$ cat src/rtl/mem_port_arbiter.sv
// Two-requester arbiter (fetch / data) sharing one single-cycle-latency memory port.
// Data normally wins; fetch is forced through after STARVE_LIMIT consecutive data wins.
module mem_port_arbiter #(
  parameter int unsigned ADDR_W       = 32,
  parameter int unsigned DATA_W       = 32,
  parameter int unsigned STARVE_LIMIT = 4
) (
  input  logic              _clk,
  input  logic              _reset,
  input  logic              _f_req,
  input  logic [ADDR_W-1:0] _f_addr,
  output logic              f_gnt_,
  output logic              f_rvalid_,
  output logic [DATA_W-1:0] f_rdata_,
  input  logic              _d_req,
  input  logic              _d_we,
  input  logic [ADDR_W-1:0] _d_addr,
  input  logic [DATA_W-1:0] _d_wdata,
  output logic              d_gnt_,
  output logic              d_rvalid_,
  output logic [DATA_W-1:0] d_rdata_,
  output logic [ADDR_W-1:0] mem_vptr_,
  output logic              mem_we_,
  output logic [DATA_W-1:0] mem_data_,
  input  logic [DATA_W-1:0] _mem_value,
  output logic [15:0]       f_stall_cnt_,
  input  logic              _en_trace
);

  localparam int unsigned STREAK_W   = 3;
  // A limit beyond the 3-bit streak range can never be hit, so fetch only wins when data idles.
  localparam int unsigned STREAK_SAT = (STARVE_LIMIT > 7) ? 7 : STARVE_LIMIT;
  localparam int unsigned STALL_W    = 16;

  typedef enum logic [1:0] {
    RSP_NONE = 2'd0,
    RSP_F    = 2'd1,
    RSP_D    = 2'd2
  } rsp_e;

  rsp_e                rsp_q, rsp_d;
  logic [STREAK_W-1:0] streak_q, streak_d;
  logic [STALL_W-1:0]  stall_q, stall_d;
  logic [ADDR_W-1:0]   last_addr_q, last_addr_d;
  logic                trace_vld_q, trace_vld_d;
  logic                trace_f_q, trace_f_d;
  logic                trace_we_q, trace_we_d;
  logic [ADDR_W-1:0]   trace_addr_q, trace_addr_d;
  logic                starve_c;

  // Grant decision and memory-port mux, all in the request cycle
  always_comb begin
    starve_c = (32'(streak_q) == STARVE_LIMIT);
    f_gnt_   = 1'b0;
    d_gnt_   = 1'b0;
    if (!_reset) begin
      f_gnt_ = _f_req & (~_d_req | starve_c);
      d_gnt_ = _d_req & ~f_gnt_;
    end
    mem_vptr_ = last_addr_q;
    if (f_gnt_)      mem_vptr_ = _f_addr;
    else if (d_gnt_) mem_vptr_ = _d_addr;
    mem_we_   = d_gnt_ & _d_we;
    mem_data_ = _d_wdata;
  end

  always_comb begin
    f_rvalid_    = (rsp_q == RSP_F);
    d_rvalid_    = (rsp_q == RSP_D);
    f_rdata_     = _mem_value;
    d_rdata_     = _mem_value;
    f_stall_cnt_ = stall_q;
  end

  // Next-state for response tag, starvation streak, stall counter and trace record
  always_comb begin
    rsp_d = RSP_NONE;
    if (f_gnt_)                rsp_d = RSP_F;
    else if (d_gnt_ && !_d_we) rsp_d = RSP_D;

    streak_d = streak_q;
    if (!_f_req || f_gnt_)
      streak_d = '0;
    else if (d_gnt_ && (streak_q != STREAK_W'(STREAK_SAT)))
      streak_d = streak_q + STREAK_W'(1);

    stall_d = stall_q;
    if (_f_req && !f_gnt_ && (stall_q != 16'hFFFF))
      stall_d = stall_q + 16'd1;

    last_addr_d = last_addr_q;
    if (f_gnt_ || d_gnt_) last_addr_d = mem_vptr_;

    trace_vld_d  = _en_trace & (f_gnt_ | d_gnt_);
    trace_f_d    = f_gnt_;
    trace_we_d   = mem_we_;
    trace_addr_d = mem_vptr_;
  end

  always_ff @(posedge _clk or posedge _reset) begin
    if (_reset) begin
      rsp_q        <= RSP_NONE;
      streak_q     <= '0;
      stall_q      <= '0;
      last_addr_q  <= '0;
      trace_vld_q  <= 1'b0;
      trace_f_q    <= 1'b0;
      trace_we_q   <= 1'b0;
      trace_addr_q <= '0;
    end else begin
      rsp_q        <= rsp_d;
      streak_q     <= streak_d;
      stall_q      <= stall_d;
      last_addr_q  <= last_addr_d;
      trace_vld_q  <= trace_vld_d;
      trace_f_q    <= trace_f_d;
      trace_we_q   <= trace_we_d;
      trace_addr_q <= trace_addr_d;
    end
  end

  // A logged grant must match the port address it drove, and fetches never write
  always_ff @(posedge _clk) begin
    if (!_reset && trace_vld_q)
      assert ((trace_addr_q == last_addr_q) && !(trace_f_q && trace_we_q));
  end

endmodule

$ cat config.mk
export PLATFORM = sky130hd
export DESIGN_NAME = mem_port_arbiter
export DESIGN_NICKNAME = d
export VERILOG_FILES = /design/src/rtl/mem_port_arbiter.sv
export SDC_FILE = /design/constraint.sdc
export NUM_CORES = 1
export LEC_CHECK = 0
export BUFFER_PORTS_ARGS = -buffer_cell sky130_fd_sc_hd__buf_2
export CORE_AREA = 2 2 110 112
export DETAILED_ROUTE_END_ITERATION = 7
export DIE_AREA = 0 0 112 114
export PLACE_DENSITY_LB_ADDON = 0.1
export SYNTH_ARGS = -nofsm -noshare
export SYNTH_HDL_FRONTEND = slang
export SYNTH_SLANG_ARGS = --single-unit
$ cat constraint.sdc
create_clock -name _clk -period 3.1 [get_ports _clk]
set_input_delay 0.62 -clock _clk [delete_from_list [all_inputs] [get_ports _clk]]
set_output_delay 0.62 -clock _clk [all_outputs]
set_load 0.05 [all_outputs]
==> impl_metrics.yaml, run 1 <==
timing:
  hold_viol: 0
  setup_slack_ns: 0.332
  min_period_over_period_pct: 89.3
  period_needed_ns: 2.77
  setup_violations: 0
  skew_ns: 0.00694
  slew_violations: 0
  clock.fmax_mhz: 361
  tns_ns: 0
  rsz0062_at_grt: "no"
  maxSlewHeadroom_pct: 52.7
  worst_slew_pin_slew_ns: 0.709
status:
  status: "finished, final reports clean"
setup_path:
  worst_setup_path_start_kind: "register"
  path_common_cell: "buf_12"
  worst_setup_path_end_kind: "output port"
  r2r_start: "streak_q[0]"
  path_cells: "inv_1 > ha_1 > a21boi_2 > nor3b_4 > buf_12 > a22oi_1 > nand2_1 > buf_12"
  required_ns: 2.48
  cpPeakStageDelay_ns: 0.37
  r2r_setup_slack_ns: 1.14
  crit_start: "streak_q[0]"
  crit_arrival_ns: 2.15
  rr_worst_depth: 7
  critPathKind: "register to output port"
  slowest_stage: "dfrtp_1"
  worst-path-max-fanout: 31
  reg2reg_to: "f_stall_cnt_[8]"
placement:
  post-place-cells: 539
  gp_congestion: 0.755
  hpwl_mm: 5.73
  place_ws_ns: 0.465
  io_buffers: 121
  dpl-instance-area_sq_um: 3540
die:
  die_area_sq_um: 12800
  io_pins: 283
  core_area_sq_um: 11700
  rows: 40
  start_util_pct: 28.4
  dieHeight_um: 114
  dieWidth_um: 112
global_route:
  grt_usage_pct: 11.9
  grt_overflow: 0
  use_met3_pct: 3.88
  grt_pass1_wl_mm: 12.2
  grt_pass1_vias: 2397
  grt_max_degree: 55
  antenna_found_initial: 0
  met2_usage_pct: 20.6
  busiest_layer: "met2"
  met1_usage_pct: 14.4
final_layout:
  fillers: 1287
  fin_nets: 536
  design_area_sq_um: 3680
  post-route-util_pct: 31.4
  syn_to_final_growth_pct: 10.5
  instances_no_fill: 546
  diodes: 0
  layout-drive-gt1-share_pct: 45.1
routing:
  first_iter_violations: 79
  ant_nets: 0
  dr.pass1.iters: 4
  vias: 2482
  vias_per_cell: 4.55
  drt_wl_total_mm: 7.69
  wl_per_cell_um: 14.1
  drc_errors: 0
logic_synthesis:
  synth_edf_count: 0
  synth_commonest_cells: "nand2_1 (104), buf_4 (96), dfrtp_1 (53), a22oi_1 (33), xor2_1 (11)"
  yosys.cell_count.top_type: "nand2_1"
  yosysSeqAreaShare_pct: 39.8
  yosys_warnings: 0
  synthTopCellsByArea: "dfrtp_1 (40%), buf_4 (22%), nand2_1 (12%), a22oi_1 (7.4%), xor2_1 (2.9%)"
  synth_cell_types: 40
  postSynthCellCount: 374
  syn-num-nets: 511
  avgSynthCellArea_sq_um: 8.90
  synth_area_sq_um: 3330
  async_flop_share_pct: 100
  synthFlopType: "dfrtp_1"
  synth_top_cell_area_share_pct: 39.8
  synth-seq-cells: 53
  synth_top_area_cell: "dfrtp_1"
clock_network:
  cts_sinks: 53
  holdBufCountCts: 0
  cts_max_level: 2
  clock_path_buffers: 2
  clock_latency_ns: 0.28
  cts_tree: "done"
  cts.clk_slew.worst_paths_ns: 0.07
  numCtsBuffers: 5
  cts-root-buf: "clkbuf_16"
  cts_setup_buffers: 0
  cts_resized: 0
power_and_ir_drop:
  worst_ir_drop_vdd_mv: 0.405
  powerDensity_nw_per_um2: 610
  p_leak_nw: 1.97
worst_hold_path:
  holdPathStages: 2
  hp-class: "register to register"
  worstHoldEndpoint: "last_addr_q[31]"
  min_from: "last_addr_q[31]"
flow_run:
  drv_cap: 0
==> state kept, by name, summed over array words and instances (netlist names) <==
signal	count
last_addr_q	32
rsp_q	2
f_stall_cnt_	16
streak_q	3
==> metal layers <==
metal  share of wire (%)  vias up
met3                 7.4       19
met1                  43     1172
met4                 1.3        0
met2                  48      103
li1                    -     1188
met5                   0        -
==> cell type report <==
type	instances	area, sq um	share of cell area (%)
clock buffer	7	143	3.88
inverter	8	33.8	0.918
multi-input combinational	204	1290	35.1
sequential	53	1330	36.0
tap	147	184	5.00
timing repair buffer	127	703	19.1
==> stage by stage <==
step           hold slack [ns]  power [mW]
2_1_floorplan            0.440        1.82
3_3_place_gp             0.455        1.71
3_5_place_dp             0.459        1.71
4_1_cts                  0.477        2.29
5_1_grt                  0.497        2.37
6_report                 0.472        2.24
==> worst max path at each step <==
stage	end	slack, ns	cells after the start
2_1_floorplan	mem_vptr_[0]	-0.09	6
3_3_place_gp	mem_vptr_[31]	0.48	6
3_5_place_dp	mem_vptr_[31]	0.47	6
4_1_cts	mem_vptr_[8]	0.23	8
5_1_grt	mem_vptr_[8]	0.13	8
6_report	mem_vptr_[8]	0.33	8
==> cell usage in the layout (no fill, tap or decap), drive strengths merged <==
cell type,instances
nand2,104
and4,1
nand3,6
and3,2
clkinvlp,1
nor4,6
a311oi,1
inv,7
nor2,3
clkbuf,7
o211ai,1
nand4,1
a211oi,4
a21bo,1
nor2b,4
a21boi,2
o21ai,4
xor2,11
mux2,3
nor3b,1
buf,127
and2,2
xnor2,3
or2,2
nor3,3
o2111ai,1
ha,3
a22oi,33
a21oi,2
dfrtp,53
==> cell families (layout without fill, tap and decap cells) <==
logic type / count (synthesis) / in the layout / share of synthesized area [%]
compound gates: 49 / 49 / 11.4
fa+ha+maj: 3 / 3 / 1.13
buf+inv: 117 / 142 / 24.3
mux: 3 / 3 / 1.13
flops: 53 / 53 / 39.8
xor+xnor: 14 / 14 / 3.68
simple gates: 135 / 135 / 18.5
==> power breakdown <==
group	leakage [nW]	switching, mW	total [mW]	internal, mW
combinational	1.24	0.594	0.819	0.225
sequential	0.653	0.0770	0.870	0.793
clock	0.0700	0.237	0.555	0.318
==> critical path, delay by kind of cell, from the launching register on <==
family	cells	cell delay, ns
AO/OA/AOI/OAI	2	0.56
buffers and inverters	3	0.43
flip-flops	1	0.37
adder cells (fa/ha/maj)	1	0.25
AND/OR/NAND/NOR	2	0.25
Power figures use the tool's default switching activity.
==> run 2, diff against run 1 <==
PLACE_DENSITY = 0.66   (was not set)
PLACE_DENSITY_LB_ADDON = not set   (was 0.1)
==> run 2 against run 1 <==
  * Core utilization increased by 0.29 points
  * Design area increased by 0.92%
  * Setup slack got worse by 0.024 ns
  * Critical path type unchanged
  * Largest cell class unchanged
==> impl_metrics.yaml, run 2 (synthesis results as in run 1) <==
status:
  status: "finished, final reports clean"
clock_network:
  cts.clk_slew.worst_paths_ns: 0.08
  clock_latency_ns: 0.29
  cts_sinks: 53
  holdBufCountCts: 0
  clock_path_buffers: 2
  cts_setup_buffers: 0
  numCtsBuffers: 5
  cts_resized: 0
  cts_max_level: 2
  cts-root-buf: "clkbuf_16"
  cts_tree: "done"
final_layout:
  layout_commonest_cell: "buf_2"
  diodes: 0
  top_register: "last_addr_q"
  fillers: 1258
  largest_reg_flops: 32
  fin_nets: 538
  multi_input_area_sq_um: 1290
  seqCellArea_sq_um: 1330
  final_cell_mix: "buf_2 (117), nand2_1 (74), dfrtp_1 (53), a22oi_1 (33), nand2_2 (30)"
  layout-drive-gt1-share_pct: 45.8
  post-route-util_pct: 31.7
  syn_to_final_growth_pct: 11.5
routing:
  vias_per_cell: 4.57
  dr.pass1.iters: 4
  drt_wl_total_mm: 8.18
  wl_per_cell_um: 14.9
  vias: 2510
  drc_errors: 0
  first_iter_violations: 60
  ant_nets: 0
placement:
  gp_congestion: 0.774
  io_buffers: 121
  hpwl_mm: 6.36
global_route:
  grt_max_degree: 55
  antenna_found_initial: 0
  grt_pass1_wl_mm: 12.6
  grt_pass1_vias: 2391
  grt_overflow: 0
  grt_usage_pct: 12.4
power_and_ir_drop:
  worst_ir_drop_vdd_mv: 0.347
  p_leak_nw: 1.98
  powerDensity_nw_per_um2: 621
timing:
  min_period_over_period_pct: 90.1
  setup_violations: 0
  worst_slew_pin_slew_ns: 0.704
  hold_viol: 0
  tns_ns: 0
  slew_violations: 0
  maxSlewHeadroom_pct: 53.1
  skew_ns: 0.00933
  clock.fmax_mhz: 358
  rsz0062_at_grt: "no"
  period_needed_ns: 2.79
setup_path:
  required_ns: 2.48
  worst-path-max-fanout: 19
  r2r_setup_slack_ns: 1.19
  critPathKind: "register to output port"
  worst_setup_path_start_kind: "register"
  crit_arrival_ns: 2.17
  worst_setup_path_end_kind: "output port"
die:
  rows: 40
  start_util_pct: 28.4
  core_area_sq_um: 11700
  dieHeight_um: 114
  io_pins: 283
  dieWidth_um: 112
  die_area_sq_um: 12800
flow_run:
  drv_cap: 0
worst_hold_path:
  hp-class: "register to register"
[run 2: changes by cell type in the layout (fill, tap and decap cells not counted), sizes merged]
cell    delta
inv        +2
clkbuf     -2
buf        +2
clkinv     +1
[run 2: stage by stage]
step | hold WS (ns) | cells | area [sq um] | worst slack, ns | power, mW
floorplan | 0.440 | 374 | 3410 | -0.0864 | 1.82
global placement | 0.454 | 541 | 3560 | 0.593 | 1.72
detailed placement | 0.457 | 541 | 3560 | 0.555 | 1.74
CTS | 0.477 | 549 | 3710 | 0.298 | 2.34
global route | 0.494 | 549 | 3710 | 0.169 | 2.42
finish | 0.474 | 549 | 3710 | 0.308 | 2.30
[run 2: report_power, final]
| group | leakage [nW] | total, mW | switching [mW] | internal, mW |
|---|---|---|---|---|
| Combinational | 1.25 | 0.838 | 0.601 | 0.237 |
| Sequential | 0.653 | 0.876 | 0.0837 | 0.793 |
| Clock | 0.0763 | 0.591 | 0.280 | 0.310 |
| Total | 1.98 | 2.30 | 0.965 | 1.34 |
[run 2: metal layers]
metal	vias to the layer above	GRT usage [%]	part of all wire (%)	wire [um]
met5	-	0	0	0
met1	1184	15.2	40	3300
li1	1191	-	-	-
met3	14	3.77	8.3	681
met4	0	3.82	1.4	114
met2	121	21.1	50	4080
[run 2: worst paths after layout]
kind                            cells after the start         endpoint             from
worst min register to register                      2  last_addr_q[31]  last_addr_q[31]
max in group asynchronous                           3  last_addr_q[17]           _reset
worst max register to register                      7  f_stall_cnt_[8]      streak_q[0]
worst min-delay path                                2  last_addr_q[31]  last_addr_q[31]
min in group asynchronous                           3      streak_q[1]           _reset
worst max-delay path                                8     mem_vptr_[8]      streak_q[0]
[run 2: final cells by class]
type,count,area share (%)
sequential,53,35.7
multi-input combinational,204,34.7
timing repair buffer,129,19.5
tap,147,4.95
clock buffer,5,3.37
inverter,8,0.910
clock inverter,3,0.775
[run 2: critical path, stage by stage, from the launching register on]
cell	delay, ns
dfrtp_1	0.37
inv_1	0.07
ha_1	0.25
a21boi_2	0.21
nor3b_4	0.06
buf_4	0.21
a22oi_1	0.35
nand2_1	0.16
buf_12	0.18
==> run 3, diff against run 2 <==
CORE_AREA = 2 2 111 113   (was 2 2 110 112)
DIE_AREA = 0 0 113 115   (was 0 0 112 114)
PLACE_DENSITY = not set   (was 0.66)
RECOVER_POWER = 25   (was not set)
clock period = 3 ns   (was 3.1 ns; I/O delays follow)
==> run 3 against run 2 <==
  * The flow now finishes with violations (DRC)
  * Core utilization is 0.94 points higher
  * Clock power hardly changed
  * Critical path type unchanged
  * Register-to-register slack worse by 0.11 ns
  * Sequential power is 3.1% higher
  * Hold slack worse by 0.0089 ns
  * Sequential share of layout area is 1.3 points lower
  * First-iteration DRC count is 55% higher
  * Total power is 4.0% higher
  * Highest routed layer unchanged
  * Critical endpoint is now mem_vptr_[3]
  * Final cell count is 0.18% higher
  * Setup slack worse by 0.047 ns
==> impl_metrics.yaml, run 3 (synthesis results as in run 1) <==
status:
  status: "complete, but fails checks"
  violations: "DRC"
global_route:
  grt_pass1_wl_mm: 12.6
  grt_overflow: 0
  grt_usage_pct: 12.3
  grt_max_degree: 55
  antenna_found_initial: 1
  grt_pass1_vias: 2491
setup_path:
  worst_setup_path_start_kind: "register"
  worst-path-max-fanout: 17
  slowest_stage: "a22oi_1"
  critPathKind: "register to output port"
  path_cells: "inv_1 > ha_1 > a21boi_2 > nor3b_4 > buf_4 > a22oi_1 > nand2_4 > buf_2"
  required_ns: 2.40
  worst_setup_path_end_kind: "output port"
  cpPeakStageDelay_ns: 0.39
  crit_arrival_ns: 2.14
timing:
  hold_viol: 0
  setup_violations: 0
  maxSlewHeadroom_pct: 51.2
  min_period_over_period_pct: 91.3
  slew_violations: 0
  tns_ns: 0
  rsz0062_at_grt: "no"
  skew_ns: 0.00993
  clock.fmax_mhz: 365
  period_needed_ns: 2.74
  worst_slew_pin_slew_ns: 0.733
placement:
  io_buffers: 121
  dpl-instance-area_sq_um: 3700
  hpwl_mm: 6.36
  gp_congestion: 0.800
clock_network:
  cts_max_level: 2
  clock_latency_ns: 0.30
  cts_resized: 0
  cts.clk_slew.worst_paths_ns: 0.07
  numCtsBuffers: 5
  holdBufCountCts: 0
  cts-root-buf: "clkbuf_16"
  cts_setup_buffers: 0
  cts_sinks: 53
  cts_tree: "done"
  clock_path_buffers: 2
final_layout:
  top_register: "last_addr_q"
  seqCellArea_sq_um: 1330
  final_cell_mix: "buf_2 (118), nand2_1 (74), dfrtp_1 (53), a22oi_1 (33), nand2_4 (30)"
  design_area_sq_um: 3860
  layout_commonest_cell: "buf_2"
  post-route-util_pct: 32.6
  layout-drive-gt1-share_pct: 45.8
  fillers: 1231
  multi_input_area_sq_um: 1450
  largest_reg_flops: 32
  fin_nets: 538
  syn_to_final_growth_pct: 15.8
routing:
  first_iter_violations: 93
  vias: 2528
  vias_per_cell: 4.60
  wl_per_cell_um: 14.8
  drc_errors: 38
  dr.pass1.iters: 8
  ant_nets: 0
  drt_wl_total_mm: 8.14
flow_run:
  drv_cap: 0
power_and_ir_drop:
  p_leak_nw: 2.02
  powerDensity_nw_per_um2: 622
  worst_ir_drop_vdd_mv: 0.509
die:
  io_pins: 283
  core_area_sq_um: 11800
  die_area_sq_um: 13000
  rows: 40
  dieWidth_um: 113
  start_util_pct: 28.2
  dieHeight_um: 115
worst_hold_path:
  hp-class: "input pin to register"
-- run 3: layer usage --
metal | part of all wire (%) | vias to the layer above | track usage [%]
li1 | - | 1196 | -
met5 | 0 | - | 0
met2 | 50 | 144 | 20.6
met3 | 9.3 | 15 | 3.90
met4 | 1.5 | 0 | 4.63
met1 | 39 | 1173 | 14.8
-- run 3: through the flow --
stage / worst slack [ns] / hold slack [ns] / total power [mW] / instances
final: 0.261 / 0.465 / 2.40 / 550
after CTS: 0.208 / 0.447 / 2.45 / 549
after floorplan: 0.00123 / 0.440 / 1.92 / 374
after global routing: 0.0909 / 0.467 / 2.54 / 549
after detailed placement: 0.454 / 0.462 / 1.83 / 541
after global placement: 0.502 / 0.454 / 1.81 / 541
-- run 3: critical path: cells and delay by family (launching register included) --
kind,cells,cell delay (ns)
AOI/OAI and AO/OA,2,0.61
adders and majority gates,1,0.25
buffers and inverters,3,0.50
DFF,1,0.37
and+or+nand+nor,2,0.11
-- run 3: final timing paths --
path                                        end  slack [ns]       startpoint  cells after the start
max in group asynchronous        last_addr_q[2]        1.79           _reset                      3
min in group asynchronous           streak_q[1]        0.70           _reset                      3
worst min-delay path                   rsp_q[1]        0.47            _d_we                      2
worst min register to register  last_addr_q[31]        0.47  last_addr_q[31]                      2
worst max-delay path               mem_vptr_[3]        0.26      streak_q[0]                      8
worst max register to register  f_stall_cnt_[8]        1.08  f_stall_cnt_[0]                      5
-- run 3: area by class of cell --
cell class | count | share of cell area [%]
Clock inverter | 3 | 0.681
Sequential cell | 53 | 34.4
Tap cell | 147 | 4.77
Antenna cell | 1 | 0.0649
Clock buffer | 5 | 3.24
Inverter | 8 | 0.876
Timing Repair Buffer | 129 | 18.4
Multi-Input combinational cell | 204 | 37.5
-- run 3: power by group --
| part | switching, mW | internal (mW) | leakage (nW) |
|---|---|---|---|
| combinational | 0.643 | 0.258 | 1.30 |
| sequential | 0.0835 | 0.819 | 0.653 |
| clock | 0.278 | 0.316 | 0.0744 |
| total | 1.00 | 1.39 | 2.02 |
